==> config.mk <==
export PLATFORM = sky130hd
export DESIGN_NAME = attack_roll_engine_flat
export DESIGN_NICKNAME = d
export VERILOG_FILES = /design/src/rtl/attack_roll_engine_pkg.sv /design/src/rtl/attack_roll_engine_if.sv /design/src/rtl/attack_roll_engine_lfsr_core.sv /design/src/rtl/attack_roll_engine.sv /design/src/flat_wrapper.sv
export SDC_FILE = /design/constraint.sdc
export NUM_CORES = 1
export LEC_CHECK = 0
export CORE_MARGIN = 10
export CORE_UTILIZATION = 50
export DETAILED_ROUTE_END_ITERATION = 6
export PLACE_DENSITY = 0.73
export SYNTH_ARGS = -nofsm -noshare
export SYNTH_HDL_FRONTEND = slang
export SYNTH_SLANG_ARGS = --single-unit
==> constraint.sdc <==
create_clock -name clk -period 4.6 [get_ports clk]
set_input_delay 0.92 -clock clk [delete_from_list [all_inputs] [get_ports clk]]
set_output_delay 0.92 -clock clk [all_outputs]
set_load 0.03 [all_outputs]
==> src/rtl/attack_roll_engine_pkg.sv <==
// Shared definitions for the attack roll engine: attack type codes, result codes,
// FSM state encoding and a small width helper.
// Imported by the interface consumers, the top and the testbench.
package attack_roll_engine_pkg;

    // Attack type codes carried on req_type
    localparam int ATK_STANDBY = 0;
    localparam int ATK_LIGHT   = 1;
    localparam int ATK_HEAVY   = 2;

    // Result classification returned on res_state
    typedef enum logic [1:0] {
        RES_NO_HIT   = 2'b00,
        RES_CRITICAL = 2'b01,
        RES_NORMAL   = 2'b10,
        RES_MISS     = 2'b11
    } res_state_e;

    // Roll sequencing states
    typedef enum logic [1:0] {
        ST_IDLE = 2'b00,
        ST_MIX  = 2'b01,
        ST_DONE = 2'b10
    } fsm_state_e;

    // Index width that stays at least one bit wide for single-entry ranges
    function automatic int clog2_min1(input int n);
        return (n > 1) ? $clog2(n) : 1;
    endfunction

endpackage

==> src/rtl/attack_roll_engine_if.sv <==
// Bus bundle between the battle FSM (master) and the roll engine (slave).
// Carries the request handshake, seed reload, threshold table writes and the
// held result handshake. Clock and reset are kept outside as plain ports.
interface attack_roll_engine_if #(
    parameter int WIDTH  = 8,
    parameter int TYPE_W = 4,
    parameter int SEL_W  = 2
);
    logic              req_valid;
    logic              req_ready;
    logic [TYPE_W-1:0] req_type;
    logic              req_is_player;
    logic              seed_load;
    logic [WIDTH-1:0]  seed_val;
    logic              cfg_we;
    logic [SEL_W-1:0]  cfg_sel;
    logic [WIDTH-1:0]  cfg_crit;
    logic [WIDTH-1:0]  cfg_norm;
    logic              res_valid;
    logic              res_ready;
    logic [1:0]        res_state;
    logic [WIDTH-1:0]  res_roll;

    modport master (
        output req_valid, req_type, req_is_player,
        output seed_load, seed_val,
        output cfg_we, cfg_sel, cfg_crit, cfg_norm,
        output res_ready,
        input  req_ready, res_valid, res_state, res_roll
    );

    modport slave (
        input  req_valid, req_type, req_is_player,
        input  seed_load, seed_val,
        input  cfg_we, cfg_sel, cfg_crit, cfg_norm,
        input  res_ready,
        output req_ready, res_valid, res_state, res_roll
    );

endinterface

==> src/rtl/attack_roll_engine_lfsr_core.sv <==
// Free-running XNOR LFSR with synchronous seed load and all-ones lockup recovery.
// Ports: clk, reset (async active-low), load/load_val (seed reload), q (current state).
// Steps every clock; a load takes priority; an all-ones value is never kept.
module lfsr_core #(
    parameter int               WIDTH = 8,
    parameter logic [WIDTH-1:0] TAPS  = 8'hC0,
    parameter logic [WIDTH-1:0] SEED  = 8'h00
) (
    input  logic             clk,
    input  logic             reset,
    input  logic             load,
    input  logic [WIDTH-1:0] load_val,
    output logic [WIDTH-1:0] q
);

    localparam logic [WIDTH-1:0] ONES = '1;

    logic [WIDTH-1:0] q_q;
    logic [WIDTH-1:0] q_d;

    always_comb begin
        q_d = {q_q[WIDTH-2:0], ~^(q_q & TAPS)};
        if (load) begin
            // All-ones is the XNOR lockup state; substitute the reset seed
            q_d = (load_val == ONES) ? SEED : load_val;
        end else if (q_q == ONES) begin
            q_d = SEED;
        end
    end

    always_ff @(posedge clk or negedge reset) begin
        if (!reset) begin
            q_q <= SEED;
        end else begin
            q_q <= q_d;
        end
    end

    assign q = q_q;

endmodule

==> src/rtl/attack_roll_engine.sv <==
// Attack roll engine: accepts a roll request, mixes the LFSR for STEPS cycles,
// classifies the roll against a programmable per-slot threshold table and holds
// the result until accepted. Ports: clk, reset (async active-low), bus (slave side).
module attack_roll_engine
    import attack_roll_engine_pkg::*;
#(
    parameter int                         WIDTH     = 8,
    parameter int                         NUM_TYPES = 3,
    parameter int                         TYPE_W    = 4,
    parameter logic [WIDTH-1:0]           TAPS      = 8'hC0,
    parameter logic [WIDTH-1:0]           SEED      = 8'h00,
    parameter int                         STEPS     = 4,
    parameter logic [NUM_TYPES*WIDTH-1:0] DEF_CRIT  = {8'd77, 8'd26, 8'd69},
    parameter logic [NUM_TYPES*WIDTH-1:0] DEF_NORM  = {8'd154, 8'd243, 8'd169}
) (
    input  logic                  clk,
    input  logic                  reset,
    attack_roll_engine_if.slave   bus
);

    localparam int SEL_W = clog2_min1(NUM_TYPES);
    localparam int CNT_W = clog2_min1(STEPS);

    // ------------------------------------------------------------------
    // Random source
    // ------------------------------------------------------------------
    logic [WIDTH-1:0] lfsr;

    lfsr_core #(
        .WIDTH (WIDTH),
        .TAPS  (TAPS),
        .SEED  (SEED)
    ) u_lfsr (
        .clk      (clk),
        .reset    (reset),
        .load     (bus.seed_load),
        .load_val (bus.seed_val),
        .q        (lfsr)
    );

    // ------------------------------------------------------------------
    // State
    // ------------------------------------------------------------------
    fsm_state_e        state_q,     state_d;
    logic [CNT_W-1:0]  cnt_q,       cnt_d;
    logic [TYPE_W-1:0] type_q,      type_d;
    logic              player_q,    player_d;
    logic              res_valid_q, res_valid_d;
    res_state_e        res_state_q, res_state_d;
    logic [WIDTH-1:0]  res_roll_q,  res_roll_d;
    logic [WIDTH-1:0]  crit_q [NUM_TYPES];
    logic [WIDTH-1:0]  crit_d [NUM_TYPES];
    logic [WIDTH-1:0]  norm_q [NUM_TYPES];
    logic [WIDTH-1:0]  norm_d [NUM_TYPES];

    // ------------------------------------------------------------------
    // Classifier: works on the live LFSR and the registered table, so a
    // table write landing on the completing edge is not seen by that roll.
    // ------------------------------------------------------------------
    logic [SEL_W-1:0] slot;
    logic             no_hit;
    res_state_e       cls;

    always_comb begin
        slot   = '0;
        no_hit = 1'b0;
        // CPU attacks always use slot 0 whatever type they carry
        if (player_q) begin
            if (type_q == TYPE_W'(ATK_STANDBY) || int'(type_q) >= NUM_TYPES) begin
                no_hit = 1'b1;
            end else begin
                slot = SEL_W'(type_q);
            end
        end

        if (no_hit) begin
            cls = RES_NO_HIT;
        end else if (lfsr <= crit_q[slot]) begin
            cls = RES_CRITICAL;
        end else if (lfsr <= norm_q[slot]) begin
            cls = RES_NORMAL;
        end else begin
            cls = RES_MISS;
        end
    end

    // ------------------------------------------------------------------
    // Next-state logic
    // ------------------------------------------------------------------
    always_comb begin
        state_d     = state_q;
        cnt_d       = cnt_q;
        type_d      = type_q;
        player_d    = player_q;
        res_valid_d = res_valid_q;
        res_state_d = res_state_q;
        res_roll_d  = res_roll_q;
        crit_d      = crit_q;
        norm_d      = norm_q;

        case (state_q)
            ST_IDLE: begin
                if (bus.req_valid) begin
                    state_d  = ST_MIX;
                    cnt_d    = CNT_W'(STEPS - 1);
                    type_d   = bus.req_type;
                    player_d = bus.req_is_player;
                end
            end
            ST_MIX: begin
                if (cnt_q == '0) begin
                    state_d     = ST_DONE;
                    res_valid_d = 1'b1;
                    res_roll_d  = lfsr;
                    res_state_d = cls;
                end else begin
                    cnt_d = cnt_q - CNT_W'(1);
                end
            end
            ST_DONE: begin
                // Returning to IDLE here means a new request can only be
                // taken on the following edge.
                if (bus.res_ready) begin
                    state_d     = ST_IDLE;
                    res_valid_d = 1'b0;
                end
            end
            default: begin
                state_d = ST_IDLE;
            end
        endcase

        // Out-of-range slots are dropped silently
        if (bus.cfg_we && int'(bus.cfg_sel) < NUM_TYPES) begin
            crit_d[bus.cfg_sel] = bus.cfg_crit;
            norm_d[bus.cfg_sel] = bus.cfg_norm;
        end
    end

    // ------------------------------------------------------------------
    // Registers
    // ------------------------------------------------------------------
    always_ff @(posedge clk or negedge reset) begin
        if (!reset) begin
            state_q     <= ST_IDLE;
            cnt_q       <= '0;
            type_q      <= '0;
            player_q    <= 1'b0;
            res_valid_q <= 1'b0;
            res_state_q <= RES_NO_HIT;
            res_roll_q  <= '0;
            for (int i = 0; i < NUM_TYPES; i++) begin
                crit_q[i] <= DEF_CRIT[i*WIDTH +: WIDTH];
                norm_q[i] <= DEF_NORM[i*WIDTH +: WIDTH];
            end
        end else begin
            state_q     <= state_d;
            cnt_q       <= cnt_d;
            type_q      <= type_d;
            player_q    <= player_d;
            res_valid_q <= res_valid_d;
            res_state_q <= res_state_d;
            res_roll_q  <= res_roll_d;
            for (int i = 0; i < NUM_TYPES; i++) begin
                crit_q[i] <= crit_d[i];
                norm_q[i] <= norm_d[i];
            end
        end
    end

    assign bus.req_ready = (state_q == ST_IDLE);
    assign bus.res_valid = res_valid_q;
    assign bus.res_state = res_state_q;
    assign bus.res_roll  = res_roll_q;

endmodule

==> src/flat_wrapper.sv <==
// flat-port wrapper written by rule: the top's interface ports become plain ports
module attack_roll_engine_flat import attack_roll_engine_pkg::*;
#(
    parameter int                         WIDTH     = 8,
    parameter int                         NUM_TYPES = 3,
    parameter int                         TYPE_W    = 4,
    parameter logic [WIDTH-1:0]           TAPS      = 8'hC0,
    parameter logic [WIDTH-1:0]           SEED      = 8'h00,
    parameter int                         STEPS     = 4,
    parameter logic [NUM_TYPES*WIDTH-1:0] DEF_CRIT  = {8'd77, 8'd26, 8'd69},
    parameter logic [NUM_TYPES*WIDTH-1:0] DEF_NORM  = {8'd154, 8'd243, 8'd169}
)
  (clk, reset, bus_req_valid, bus_req_type, bus_req_is_player, bus_seed_load, bus_seed_val, bus_cfg_we, bus_cfg_sel, bus_cfg_crit, bus_cfg_norm, bus_res_ready, bus_req_ready, bus_res_valid, bus_res_state, bus_res_roll);
  attack_roll_engine_if #(.WIDTH(WIDTH), .TYPE_W(TYPE_W), .SEL_W(2)) bus_i ();
  input  logic clk;
  input  logic reset;
  input wire logic [$bits(bus_i.req_valid)-1:0] bus_req_valid;
  input wire logic [$bits(bus_i.req_type)-1:0] bus_req_type;
  input wire logic [$bits(bus_i.req_is_player)-1:0] bus_req_is_player;
  input wire logic [$bits(bus_i.seed_load)-1:0] bus_seed_load;
  input wire logic [$bits(bus_i.seed_val)-1:0] bus_seed_val;
  input wire logic [$bits(bus_i.cfg_we)-1:0] bus_cfg_we;
  input wire logic [$bits(bus_i.cfg_sel)-1:0] bus_cfg_sel;
  input wire logic [$bits(bus_i.cfg_crit)-1:0] bus_cfg_crit;
  input wire logic [$bits(bus_i.cfg_norm)-1:0] bus_cfg_norm;
  input wire logic [$bits(bus_i.res_ready)-1:0] bus_res_ready;
  output wire logic [$bits(bus_i.req_ready)-1:0] bus_req_ready;
  output wire logic [$bits(bus_i.res_valid)-1:0] bus_res_valid;
  output wire logic [$bits(bus_i.res_state)-1:0] bus_res_state;
  output wire logic [$bits(bus_i.res_roll)-1:0] bus_res_roll;
  assign bus_i.req_valid = bus_req_valid;
  assign bus_i.req_type = bus_req_type;
  assign bus_i.req_is_player = bus_req_is_player;
  assign bus_i.seed_load = bus_seed_load;
  assign bus_i.seed_val = bus_seed_val;
  assign bus_i.cfg_we = bus_cfg_we;
  assign bus_i.cfg_sel = bus_cfg_sel;
  assign bus_i.cfg_crit = bus_cfg_crit;
  assign bus_i.cfg_norm = bus_cfg_norm;
  assign bus_i.res_ready = bus_res_ready;
  assign bus_req_ready = bus_i.req_ready;
  assign bus_res_valid = bus_i.res_valid;
  assign bus_res_state = bus_i.res_state;
  assign bus_res_roll = bus_i.res_roll;
  attack_roll_engine #(.WIDTH(WIDTH), .NUM_TYPES(NUM_TYPES), .TYPE_W(TYPE_W), .TAPS(TAPS), .SEED(SEED), .STEPS(STEPS), .DEF_CRIT(DEF_CRIT), .DEF_NORM(DEF_NORM)) u_core (.clk(clk), .reset(reset), .bus(bus_i));
endmodule
==> results of run 1 <==
## power by group through the flow
stage	Combinational [mW]	Sequential, mW	Clock, mW
after floorplan	0.474	1.03	0
after global placement	0.747	0.973	0
after detailed placement	0.777	0.981	0
after CTS	0.780	0.968	0.505
after global routing	0.851	0.993	0.533
final	0.766	0.967	0.493
## synthesized netlist by cell type, drive strengths merged
master | instances | share of area
a22o | 6 | 0.014
nor2 | 7 | 0.0071
clkbuf | 1 | 0.0010
and2 | 1 | 0.0017
nand2 | 25 | 0.026
and4 | 1 | 0.0024
and2b | 1 | 0.0020
a22oi | 1 | 0.0020
nand4b | 2 | 0.0047
nand4 | 6 | 0.010
or2 | 1 | 0.0017
mux2i | 18 | 0.048
o211ai | 3 | 0.0060
o22ai | 1 | 0.0017
or3 | 1 | 0.0017
nand3b | 2 | 0.0060
inv | 6 | 0.0060
xor2 | 1 | 0.0024
o2111a | 1 | 0.0030
a21oi | 12 | 0.016
nor2b | 2 | 0.0034
nor3b | 1 | 0.0050
o21bai | 1 | 0.0020
mux2 | 60 | 0.18
dfstp | 24 | 0.17
a41oi | 1 | 0.0044
o21ai | 23 | 0.031
o21a | 1 | 0.0020
dfrtp | 52 | 0.35
a31oi | 1 | 0.0017
buf | 10 | 0.027
ha | 18 | 0.060
## kinds of logic (layout without fill, tap and decap cells)
kind of cell    Yosys count  in the layout
compound gates           51             51
xor+xnor                  1              1
fa+ha+maj                18             18
buf+inv                  17             73
flops                    76             76
mux                      78             78
simple gates             50             50
## sequential cells by signal, indices dropped and copies added, names as in the netlist
signal,count
u_core.crit_q,24
u_core.norm_q,24
u_core.bus.res_roll,8
u_core.u_lfsr.q,8
u_core.type_q,4
u_core.bus.res_state,2
u_core.cnt_q,2
u_core.state_q,2
u_core.bus.res_valid,1
u_core.player_q,1
## stage by stage
stage / hold slack [ps] / util / instance area [um^2] / worst slack [ps]
6_report: 504 / 0.612 / 4440 / 2050
5_1_grt: 514 / 0.612 / 4440 / 1950
4_1_cts: 508 / 0.612 / 4440 / 2030
3_5_place_dp: 490 / 0.585 / 4250 / 1840
3_3_place_gp: 477 / 0.585 / 4250 / 1860
2_1_floorplan: 474 / - / 3730 / 2390
## routing by layer
layer | part of all wire | vias to the layer above | global-route usage
met5 | 0 | - | 0
met4 | 0.019 | 0 | 0.0609
met3 | 0.040 | 12 | 0.0290
met2 | 0.46 | 45 | 0.205
met1 | 0.48 | 1165 | 0.168
li1 | - | 1164 | -
## path summary, 6_finish.rpt
| kind | from | endpoint | slack [ps] |
|---|---|---|---|
| max | u_core.state_q[0] | bus_req_ready | 2050 |
| min | u_core.bus.res_state[1] | u_core.bus.res_state[1] | 500 |
| max reg2reg | u_core.type_q[3] | u_core.bus.res_state[0] | 2200 |
| max in group asynchronous | reset | u_core.crit_q[6] | 2930 |
| min reg2reg | u_core.bus.res_state[1] | u_core.bus.res_state[1] | 500 |
| min in group asynchronous | reset | u_core.cnt_q[1] | 650 |
## critical path: cells and delay by family (launching register included)
family / cells / cell delay (ps)
buffers and inverters: 1 / 690
DFF: 1 / 460
and+or+nand+nor: 1 / 140
## final cells by class
type,instances,area [um^2]
Clock buffer,10,128
Inverter,6,22.5
Sequential cell,76,1930
Tap cell,99,124
Timing Repair Buffer,51,498
Fill cell,610,2820
Clock inverter,6,65.1
Multi-Input combinational cell,198,1670
==> flow_metrics.tcl, run 1 <==
set metrics [dict create \
    synthesis.yosys.warnings 0 \
    power.internal_mw 1.49 \
    cts-resized-gates 0 \
    detail_route.drc_violations 0 \
    io_pins 49 \
    critical_path.max_stage_delay_ps 690 \
    max-slew-margin-rel 0.426 \
    rows 31 \
    clock_power_share 0.221 \
    cellLeakagePower_nw 2.00 \
    timing.fmax_mhz 392 \
    post_drt_via_cell_ratio 5.35 \
    max_cap_violations 0 \
    detail_route.wirelength_um 7130 \
    cts_tree "built" \
    clock-root-buffer "sky130_fd_sc_hd__clkbuf_8" \
    clkLatencyLatePin_ps 350 \
    synth_top_family_by_area "multiplexers" \
    cpMaxStageDelayCell "sky130_fd_sc_hd__clkdlybuf4s50_1" \
    cts_buffers 9 \
    die_x_um 106 \
    overflow 0 \
    layout_common_cells "sky130_fd_sc_hd__mux2_2 (60), sky130_fd_sc_hd__dfrtp_1 (52), sky130_fd_sc_hd__clkdlybuf4s50_1 (47), sky130_fd_sc_hd__nand2_1 (24), sky130_fd_sc_hd__dfstp_2 (24)" \
    netlist_area_um2 3730 \
    rsz0062_at_grt "no" \
    avgRoutedWirePerCell_um 16.0 \
    grt_first_pass_wirelength_um 12000 \
    dieHeight_um 106 \
    run_status "complete, no violations" \
    p_per_area_nw_per_um2 502 \
    sw_frac_of_total 0.330 \
    final_period_minus_worst_setup_slack_ps 2550 \
    layout.cells.most_common "sky130_fd_sc_hd__mux2_2" \
    grt_antenna_before_repair 0 \
    peakVddDrop_mv 0.152 \
    initial_utilization 0.514 \
    cts-root-to-sink-buffers 2 \
    critical_path_arrival_ps 1630 \
    synth_xor_area_frac 0.00235 \
    power.switching_uw 734 \
    post-layout-total-power_mw 2.23 \
    layout-drive-gt1-share 0.314 \
    synth_nets 346 \
    nets 397 \
    min_path_type "reg2reg" \
    yosysUniqueCellTypes 36 \
    synth-simple-area-share 0.0715 \
    endpoint_kind "output pin" \
    worst-setup-path-type "reg2out" \
    vias_in_the_first_global_route 2524 \
    critical_path_peak_fanout 8 \
    largest_net_degree_at_the_start_of_global_routing 42 \
    tightest_slew_ps 860 \
    place.gp.congestion 0.745 \
    post-place-cells 430 \
    average_footprint_of_a_synthesized_cell_um2 12.8 \
    cts_post_setup_buffers_inserted 0 \
    timing.critical_path.cells "nor2_1 -> clkdlybuf4s50_1" \
    clk_pin_slew_ps 80 \
    synth.ff_latch_count 76 \
    finalHoldViolations 0 \
    synthCells 291 \
    core_region_area_um2 7250 \
    synth-compound-area-share 0.0839 \
    fin_cells 446 \
    globalRouteTotalUtil 0.131 \
    synth_mux_area_frac 0.230 \
    n_antenna_cell 0 \
    skew_ps 8.45 \
    first_pass_iters 6 \
    pwr-share-comb 0.344 \
    portion_of_the_clock_cycle_consumed_by_the_worst_path_in_the_final_layout 0.555 \
    critPathLaunchType "flop" \
    antenna_violating_nets_post_route 0 \
    post-dp-hpwl_um 5270 \
    hold_depth 2 \
    share_of_power_burned_in_registers 0.434 \
    synthAdderAreaFrac 0.0604 \
    cts.sinks 76 \
    post_cts_hold_buffer_count 0 \
    crit_required_ps 3680 \
    timing_max_transition_violations_final 0 \
    timing.reg2reg.worst_path_depth 12 \
    ctsHtreeMaxLevel 3 \
    yosysSeqAreaShare 0.518 \
    timing.final.setup_violations 0 \
    detail_route.iter0.violations 55 \
    die_area_um2 11300 \
    areaGrowthSynthToFinish_pct 19.1 \
    fin_tns_setup_ps 0 \
    port-buffer-count 48 \
    vias 2386 \
]
Power figures use the tool's default switching activity.
==> inputs of run 2 (changes only) <==
==> constraint.sdc (replaced) <==
create_clock -name clk -period 2.6 [get_ports clk]
set_input_delay 0.52 -clock clk [delete_from_list [all_inputs] [get_ports clk]]
set_output_delay 0.52 -clock clk [all_outputs]
set_load 0.03 [all_outputs]
==> run 2 against run 1 <==
  * First-iteration DRC count up 18%
  * Sequential share of layout area is 0.52 points lower
  * Clock skew down 2.1 ps
  * Worst setup slack worse by 1800 ps
  * Core utilization rose by 0.74 points
  * Combinational power increased by 79%
  * Flip-flop and latch count unchanged
  * Sequential power grew 79%
  * Via count grew 2.6%
  * Critical path type is now reg2reg
  * Critical endpoint is now u_core.bus.res_state[0]
==> flow_metrics.tcl, run 2 (same netlist as run 1, synthesis figures left out) <==
set metrics [dict create \
    cellLeakagePower_nw 2.03 \
    detail_route.drc_violations 0 \
    rsz0062_at_grt "no" \
    n_fill_cell 589 \
    gr-usage-met3 0.0350 \
    global_route.usage.met1 0.174 \
    timing.fmax_mhz 422 \
    layout-drive-gt1-share 0.321 \
    first_pass_iters 4 \
    areaGrowthSynthToFinish_pct 20.6 \
    setup.worst_path.start "u_core.type_q[3]" \
    core_region_area_um2 7250 \
    crit_required_ps 2880 \
    timing.final.setup_violations 0 \
    worst_setup_path_endpoint "u_core.bus.res_state[0]" \
    globalRouteTotalUtil 0.145 \
    rows 31 \
    timing.reg2reg.worst_path_depth 11 \
    fin_cells 448 \
    reg2reg_to "u_core.bus.res_state[0]" \
    antenna_violating_nets_post_route 0 \
    avgRoutedWirePerCell_um 17.5 \
    worst-setup-path-type "reg2reg" \
    dieHeight_um 106 \
    sw_frac_of_total 0.321 \
    ctsHtreeMaxLevel 3 \
    share_of_power_burned_in_registers 0.425 \
    critical_path_arrival_ps 2640 \
    post-dp-hpwl_um 5630 \
    overflow 0 \
    finalHoldViolations 0 \
    multi_input_comb_area_um2 1670 \
    layout_common_cells "sky130_fd_sc_hd__mux2_2 (60), sky130_fd_sc_hd__dfrtp_1 (52), sky130_fd_sc_hd__clkdlybuf4s50_1 (47), sky130_fd_sc_hd__nand2_1 (24), sky130_fd_sc_hd__dfstp_2 (24)" \
    die_x_um 106 \
    cts.sinks 76 \
    vias_in_the_first_global_route 2646 \
    io_pins 49 \
    detail_route.wirelength_um 7850 \
    post_cts_hold_buffer_count 0 \
    run_status "complete, no violations" \
    fin_tns_setup_ps 0 \
    tightest_slew_ps 650 \
    fin_util 0.619 \
    clock-root-buffer "sky130_fd_sc_hd__clkbuf_8" \
    max-slew-margin-rel 0.567 \
    endpoint_kind "flop" \
    grt_first_pass_wirelength_um 13200 \
    cts-root-to-sink-buffers 2 \
    cts-resized-gates 0 \
    post_drt_via_cell_ratio 5.46 \
    power.internal_mw 2.77 \
    detail_route.iter0.violations 65 \
    largest_net_degree_at_the_start_of_global_routing 33 \
    busiest_layer_in_global_routing "met2" \
    clock_power_share 0.239 \
    final_period_minus_worst_setup_slack_ps 2370 \
    p_per_area_nw_per_um2 907 \
    worstReg2RegStart "u_core.type_q[3]" \
    die_area_um2 11300 \
    peakVddDrop_mv 0.332 \
    critPathLaunchType "flop" \
    nets 399 \
    port-buffer-count 48 \
    layout.cells.most_common "sky130_fd_sc_hd__mux2_2" \
    cts_buffers 9 \
    post-place-cells 432 \
    grt_antenna_before_repair 0 \
    r2r_slack_ps 230 \
    min_path_type "in2async" \
    clk_pin_slew_ps 80 \
    portion_of_the_clock_cycle_consumed_by_the_worst_path_in_the_final_layout 0.911 \
    max_cap_violations 0 \
    n_antenna_cell 0 \
    largest_registers "u_core.crit_q x24, u_core.norm_q x24" \
    pwr-share-comb 0.336 \
    critical_path_peak_fanout 16 \
    clkLatencyLatePin_ps 340 \
    timing_max_transition_violations_final 0 \
    vias 2447 \
    ff_latch_area_um2 1930 \
    skew_ps 6.38 \
    place.gp.congestion 0.785 \
    cts_tree "built" \
    initial_utilization 0.514 \
    cts_post_setup_buffers_inserted 0 \
    grtUsageMet2 0.246 \
    power.switching_mw 1.31 \
]
==> run 2: metal layers <==
metal / part of all wire / wire length [um]
met5: 0 / 0
met1: 0.46 / 3580
met3: 0.038 / 298
met4: 0.011 / 89
met2: 0.49 / 3880
==> run 2: final cells by class <==
type	instances	area share
Multi-Input combinational cell	198	0.372
Inverter	6	0.00501
Clock buffer	11	0.0315
Tap cell	99	0.0276
Clock inverter	5	0.0167
Timing Repair Buffer	53	0.117
Sequential cell	76	0.430
==> run 2: how the worst min path moves through the flow <==
stage,from,to,slack (ps)
after floorplan,reset,u_core.bus.res_roll[0],220
after global placement,u_core.bus.res_roll[0],u_core.bus.res_roll[0],470
after detailed placement,u_core.bus.res_state[1],u_core.bus.res_state[1],480
after CTS,reset,u_core.cnt_q[0],200
after global routing,reset,u_core.cnt_q[0],230
final,reset,u_core.cnt_q[0],190
==> run 2: power by group through the flow <==
stage	Clock, mW	Sequential [mW]	Combinational, mW
3_3_place_gp	0	1.73	1.32
6_report	0.976	1.73	1.37
5_1_grt	1.04	1.77	1.52
3_5_place_dp	0	1.75	1.38
2_1_floorplan	0	1.83	0.838
4_1_cts	0.991	1.73	1.39
==> run 2: per-stage QoR <==
stage	area (um^2)	hold WS (ps)	total power [mW]	setup WS [ps]
after floorplan	3730	224	2.66	388
after global placement	4270	471	3.05	324
after detailed placement	4270	484	3.12	250
after CTS	4490	203	4.11	167
after global routing	4490	227	4.33	27.7
final	4490	193	4.08	232
==> run 2: critical path: stages (launching register included) <==
cell	delay (ps)
sky130_fd_sc_hd__dfrtp_1	390
sky130_fd_sc_hd__nor2_2	180
sky130_fd_sc_hd__nand4b_1	120
sky130_fd_sc_hd__buf_4	250
sky130_fd_sc_hd__mux2i_1	150
sky130_fd_sc_hd__nand2_1	70
sky130_fd_sc_hd__o21ai_0	90
sky130_fd_sc_hd__ha_1	320
sky130_fd_sc_hd__a21oi_1	160
sky130_fd_sc_hd__o21ai_0	160
sky130_fd_sc_hd__o2111a_1	270
sky130_fd_sc_hd__a21oi_1	130
==> patch 1: new RTL, settings of run 2 <==
`STEPS` is set to 4 in 2 places; all go to 5.
--- a/src/rtl/attack_roll_engine.sv
+++ b/src/rtl/attack_roll_engine.sv
@@ -9,7 +9,7 @@
     parameter int                         TYPE_W    = 4,
     parameter logic [WIDTH-1:0]           TAPS      = 8'hC0,
     parameter logic [WIDTH-1:0]           SEED      = 8'h00,
-    parameter int                         STEPS     = 4,
+    parameter int                         STEPS     = 5,
     parameter logic [NUM_TYPES*WIDTH-1:0] DEF_CRIT  = {8'd77, 8'd26, 8'd69},
     parameter logic [NUM_TYPES*WIDTH-1:0] DEF_NORM  = {8'd154, 8'd243, 8'd169}
 ) (
--- a/src/flat_wrapper.sv
+++ b/src/flat_wrapper.sv
@@ -6,7 +6,7 @@
     parameter int                         TYPE_W    = 4,
     parameter logic [WIDTH-1:0]           TAPS      = 8'hC0,
     parameter logic [WIDTH-1:0]           SEED      = 8'h00,
-    parameter int                         STEPS     = 4,
+    parameter int                         STEPS     = 5,
     parameter logic [NUM_TYPES*WIDTH-1:0] DEF_CRIT  = {8'd77, 8'd26, 8'd69},
     parameter logic [NUM_TYPES*WIDTH-1:0] DEF_NORM  = {8'd154, 8'd243, 8'd169}
 )
Function: changed (a bounded check fails within 10 cycles, from zero or initial values and one cycle with reset low).
==> patch 1 against run 2 <==
- worst hold slack lost 0.023 ns
- clock skew grew 0.0048 ns
- largest cell class unchanged
- first-iteration DRC count grew 38%
- count of clock-buffer cells in the layout is the same
- worst setup slack gained 0.046 ns
- area after synthesis grew 1.7%
- sequential cell count grew 1
- critical path depth grew 1
- largest power group unchanged
- design area grew 1.7%
- total power grew 3.4%
- routed wire length shrank 6.5%
- global-route usage shrank 1.1 points
- critical endpoint is now u_core.bus.res_state[1]
- die area grew 1.4%
==> patch 1: results (changes against run 2) <==
Logic synthesis
  • Mapped Nets: 350 (was 346)
  • Post-synthesis mux area share: 22.9% (was 23.0%)
  • Synth area leaders: dfrtp_1 35%, mux2_2 17%, dfstp_2 17%, ha_1 6.3%, mux2i_1 4.8% (was dfrtp_1 35%, mux2_2 18%, dfstp_2 17%, ha_1 6.0%, mux2i_1 4.8%)
  • Cells after Synth: 294 (was 291)
  • Top post-synthesis cells by count: 58 x mux2_2, 53 x dfrtp_1, 24 x dfstp_2, 21 x nand2_1, 21 x o21ai_0 (was 60 x mux2_2, 52 x dfrtp_1, 24 x dfstp_2, 24 x nand2_1, 23 x o21ai_0)
  • Post-Synth XOR/XNOR Area: 0.231% (was 0.235%)
  • Sequential fraction of the synthesis area: 51.6% (was 51.8%)
  • Synth Area in Compound Gates: 8.48% (was 8.39%)

Clock network
  • CTS Buffer Depth: 2 (unchanged)
  • Post-CTS Setup Bufs: 0 (unchanged)

Pwr
  • Leakage: 0.00205 uW (was 0.00203 uW)
  • Maximum vdd ir drop: 0.362 mV (was 0.332 mV)

Global route
  • M2 GR Usage: 20.6% (was 24.6%)
  • Met3 GRT Util: 3.23% (was 3.50%)
  • First-pass GRT wire length: 12600 um (was 13200 um)
  • Met1 Usage GRT: 18.1% (was 17.4%)
  • Number of global-route vias before repair: 2569 (was 2646)

Worst setup path
  • Worst-case reg-to-reg path depth: 12 (was 11)
  • CP arrival: 2.51 ns (was 2.64 ns)
  • R2R Setup Slk: 0.28 ns (was 0.23 ns)
  • CP endpoint: u_core.bus.res_state[1] (was u_core.bus.res_state[0])

Placed design
  • Post-DP Area: 0.00436 mm^2 (was 0.00427 mm^2)
  • DP Worst Slack: 0.295 ns (was 0.250 ns)
  • Post-DP HPWL: 5320 um (was 5630 um)
  • Routability cong.: 0.771 (was 0.785)
  • Placed Cells incl. Taps: 434 (was 432)

Finish
  • Nets: 402 (was 399)
  • Fill cell count: 577 (was 589)
  • Share of cells above drive strength 1: 32.5% (was 32.1%)
  • Layout Utilization: 62.3% (was 61.9%)

Route
  • Routed wire length: 7340 um (was 7850 um)
  • DRT iter0 DRCs: 90 (was 65)
  • Routed length per instance: 16.3 um (was 17.5 um)
  • Vias per inst: 5.38 (was 5.46)

STA
  • Hold slack: 0.169 ns (was 0.193 ns)
  • Clock skew: 0.0111 ns (was 0.00638 ns)
  • Min Tclk post-route: 2.32 ns (was 2.37 ns)

Floorplanning
  • DIE WIDTH: 107 um (was 106 um)

Run status
  • Status: finished, final reports clean (unchanged)
[patch 1: cell types whose count changed in the layout (fill, tap and decap cells not counted), moves of 2 or more]
cell	before	now
nand2_1	24	21
o21ai_0	23	21
mux2_2	60	58
buf_4	4	2
mux2_1	0	3
[patch 1: where the power goes]
| part | internal, uW | total [uW] | switching, uW |
|---|---|---|---|
| registers | 1570 | 1780 | 212 |
| clock network | 498 | 933 | 435 |
| logic | 744 | 1500 | 761 |
[patch 1: cell type report]
type | instances | share of cell area, %
clock buffers | 11 | 3.31
well taps | 99 | 2.71
clock inverters | 5 | 1.26
flip-flops and latches | 77 | 42.8
inverters | 8 | 0.657
multi-input cells | 198 | 37.6
repair buffers | 52 | 11.6
[patch 1: layer usage]
metal	vias to the layer above	wire, um
li1	1178	-
met1	1193	3520
met2	42	3400
met3	7	361
met4	0	52
met5	-	0
==> patch 2: new RTL, config.mk and constraints of run 2 <==
Without the edit above. Take the reset off `res_roll_q` and load it in a clocked block of its own.
--- a/src/rtl/attack_roll_engine.sv
+++ b/src/rtl/attack_roll_engine.sv
@@ -148,7 +148,6 @@
             player_q    <= 1'b0;
             res_valid_q <= 1'b0;
             res_state_q <= RES_NO_HIT;
-            res_roll_q  <= '0;
             for (int i = 0; i < NUM_TYPES; i++) begin
                 crit_q[i] <= DEF_CRIT[i*WIDTH +: WIDTH];
                 norm_q[i] <= DEF_NORM[i*WIDTH +: WIDTH];
@@ -160,12 +159,15 @@
             player_q    <= player_d;
             res_valid_q <= res_valid_d;
             res_state_q <= res_state_d;
-            res_roll_q  <= res_roll_d;
             for (int i = 0; i < NUM_TYPES; i++) begin
                 crit_q[i] <= crit_d[i];
                 norm_q[i] <= norm_d[i];
             end
         end
+    end
+
+    always_ff @(posedge clk) begin
+        res_roll_q <= res_roll_d;
     end
 
     assign bus.req_ready = (state_q == ST_IDLE);
Check against the original RTL: not equivalent (a bounded check fails within 10 cycles, from zero or initial values and one cycle with reset low; the reset may be asserted at any time).
==> patch 2 against run 2 <==
- design area down 1.5%
- worst setup slack improved by 0.087 ns
- total power down 8.8%
- routed wire length fell by 10%
- combinational power shrank 20%
- via count decreased by 5.1%
- area after synthesis is 2.0% lower
- sequential cell count stayed put
==> patch 2: results (changes against run 2) <==
Placed design
  • Routability cong.: 0.824 (was 0.785)
  • Post-DP HPWL: 5240 um (was 5630 um)
  • DP Worst Slack: 0.227 ns (was 0.250 ns)
  • Post-DP Area: 0.00420 mm^2 (was 0.00427 mm^2)

Worst setup path
  • Top cell family by delay on the critical path: simple AND/OR/NAND/NOR gates (was compound AO/OA/AOI/OAI gates)
  • CP arrival: 2.49 ns (was 2.64 ns)

Logic synthesis
  • Post-Synth XOR/XNOR Area: 0.240% (was 0.235%)
  • Synth cell types: 37 (was 36)
  • EDFF count, synth: 8 (was 0)
  • Mean area per synthesized cell: 13.0 um^2 (was 12.8 um^2)
  • Post-synthesis mux area share: 21.0% (was 23.0%)
  • Synth area leaders: dfrtp_1 30%, dfstp_2 17%, mux2_2 16%, edfxtp_1 6.6%, ha_1 6.2% (was dfrtp_1 35%, mux2_2 18%, dfstp_2 17%, ha_1 6.0%, mux2i_1 4.8%)
  • Mapped Nets: 335 (was 346)
  • FFs w/ async S/R, synth: 89.5% (was 100%)
  • Post-Synth Adder-Cell Area: 6.17% (was 6.04%)

Route
  • DRT iter0 DRCs: 84 (was 65)
  • Post-Route M1 WL: 3420 um (was 3580 um)
  • Met3 routed WL: 276 um (was 298 um)
  • Metal2 WL: 3240 um (was 3880 um)

Run status
  • Status: finished, final reports clean (unchanged)

Finish
  • Fin cells: 438 (was 448)
  • Nets: 389 (was 399)
  • Share of cells above drive strength 1: 30.4% (was 32.1%)

Global route
  • Global-route usage over all layers: 12.9% (was 14.5%)
  • Met3 GRT Util: 2.74% (was 3.50%)
  • First-pass GRT wire length: 11700 um (was 13200 um)
  • M2 GR Usage: 20.0% (was 24.6%)
  • Met1 Usage GRT: 16.9% (was 17.4%)

Pwr
  • Maximum vdd ir drop: 0.383 mV (was 0.332 mV)
  • Sw Share: 30.2% (was 32.1%)
  • Leakage: 0.00196 uW (was 0.00203 uW)

STA
  • Clock skew: 0.00572 ns (was 0.00638 ns)
  • Slew HR: 66.2% (was 56.7%)
patch 2: changes by cell type after synthesis, sizes merged, moves of 2 or more:
cell	change
edfxtp	+8
dfrtp	-8
o31ai	+2
mux2	-7
nand2	-2
buf	-2
o21ai	-2
patch 2: cell type report:
class	instances	area, um^2
flip-flops and latches	76	1970
repair buffers	53	517
multi-input cells	187	1570
well taps	99	124
fillers	559	2750
clock inverters	3	41.3
clock buffers	13	170
inverters	7	26.3
patch 2: path summary, 6_finish.rpt:
kind | from | to | slack, ns
setup / recovery | u_core.type_q[3] | u_core.bus.res_state[0] | 0.32
hold / removal | reset | u_core.norm_q[22] | 0.13
setup reg to reg | u_core.type_q[3] | u_core.bus.res_state[0] | 0.32
hold reg to reg | u_core.u_lfsr.q[0] | u_core.bus.res_roll[0] | 0.50
max in group asynchronous | reset | u_core.norm_q[1] | 1.70
min in group clk | u_core.u_lfsr.q[0] | u_core.bus.res_roll[0] | 0.50
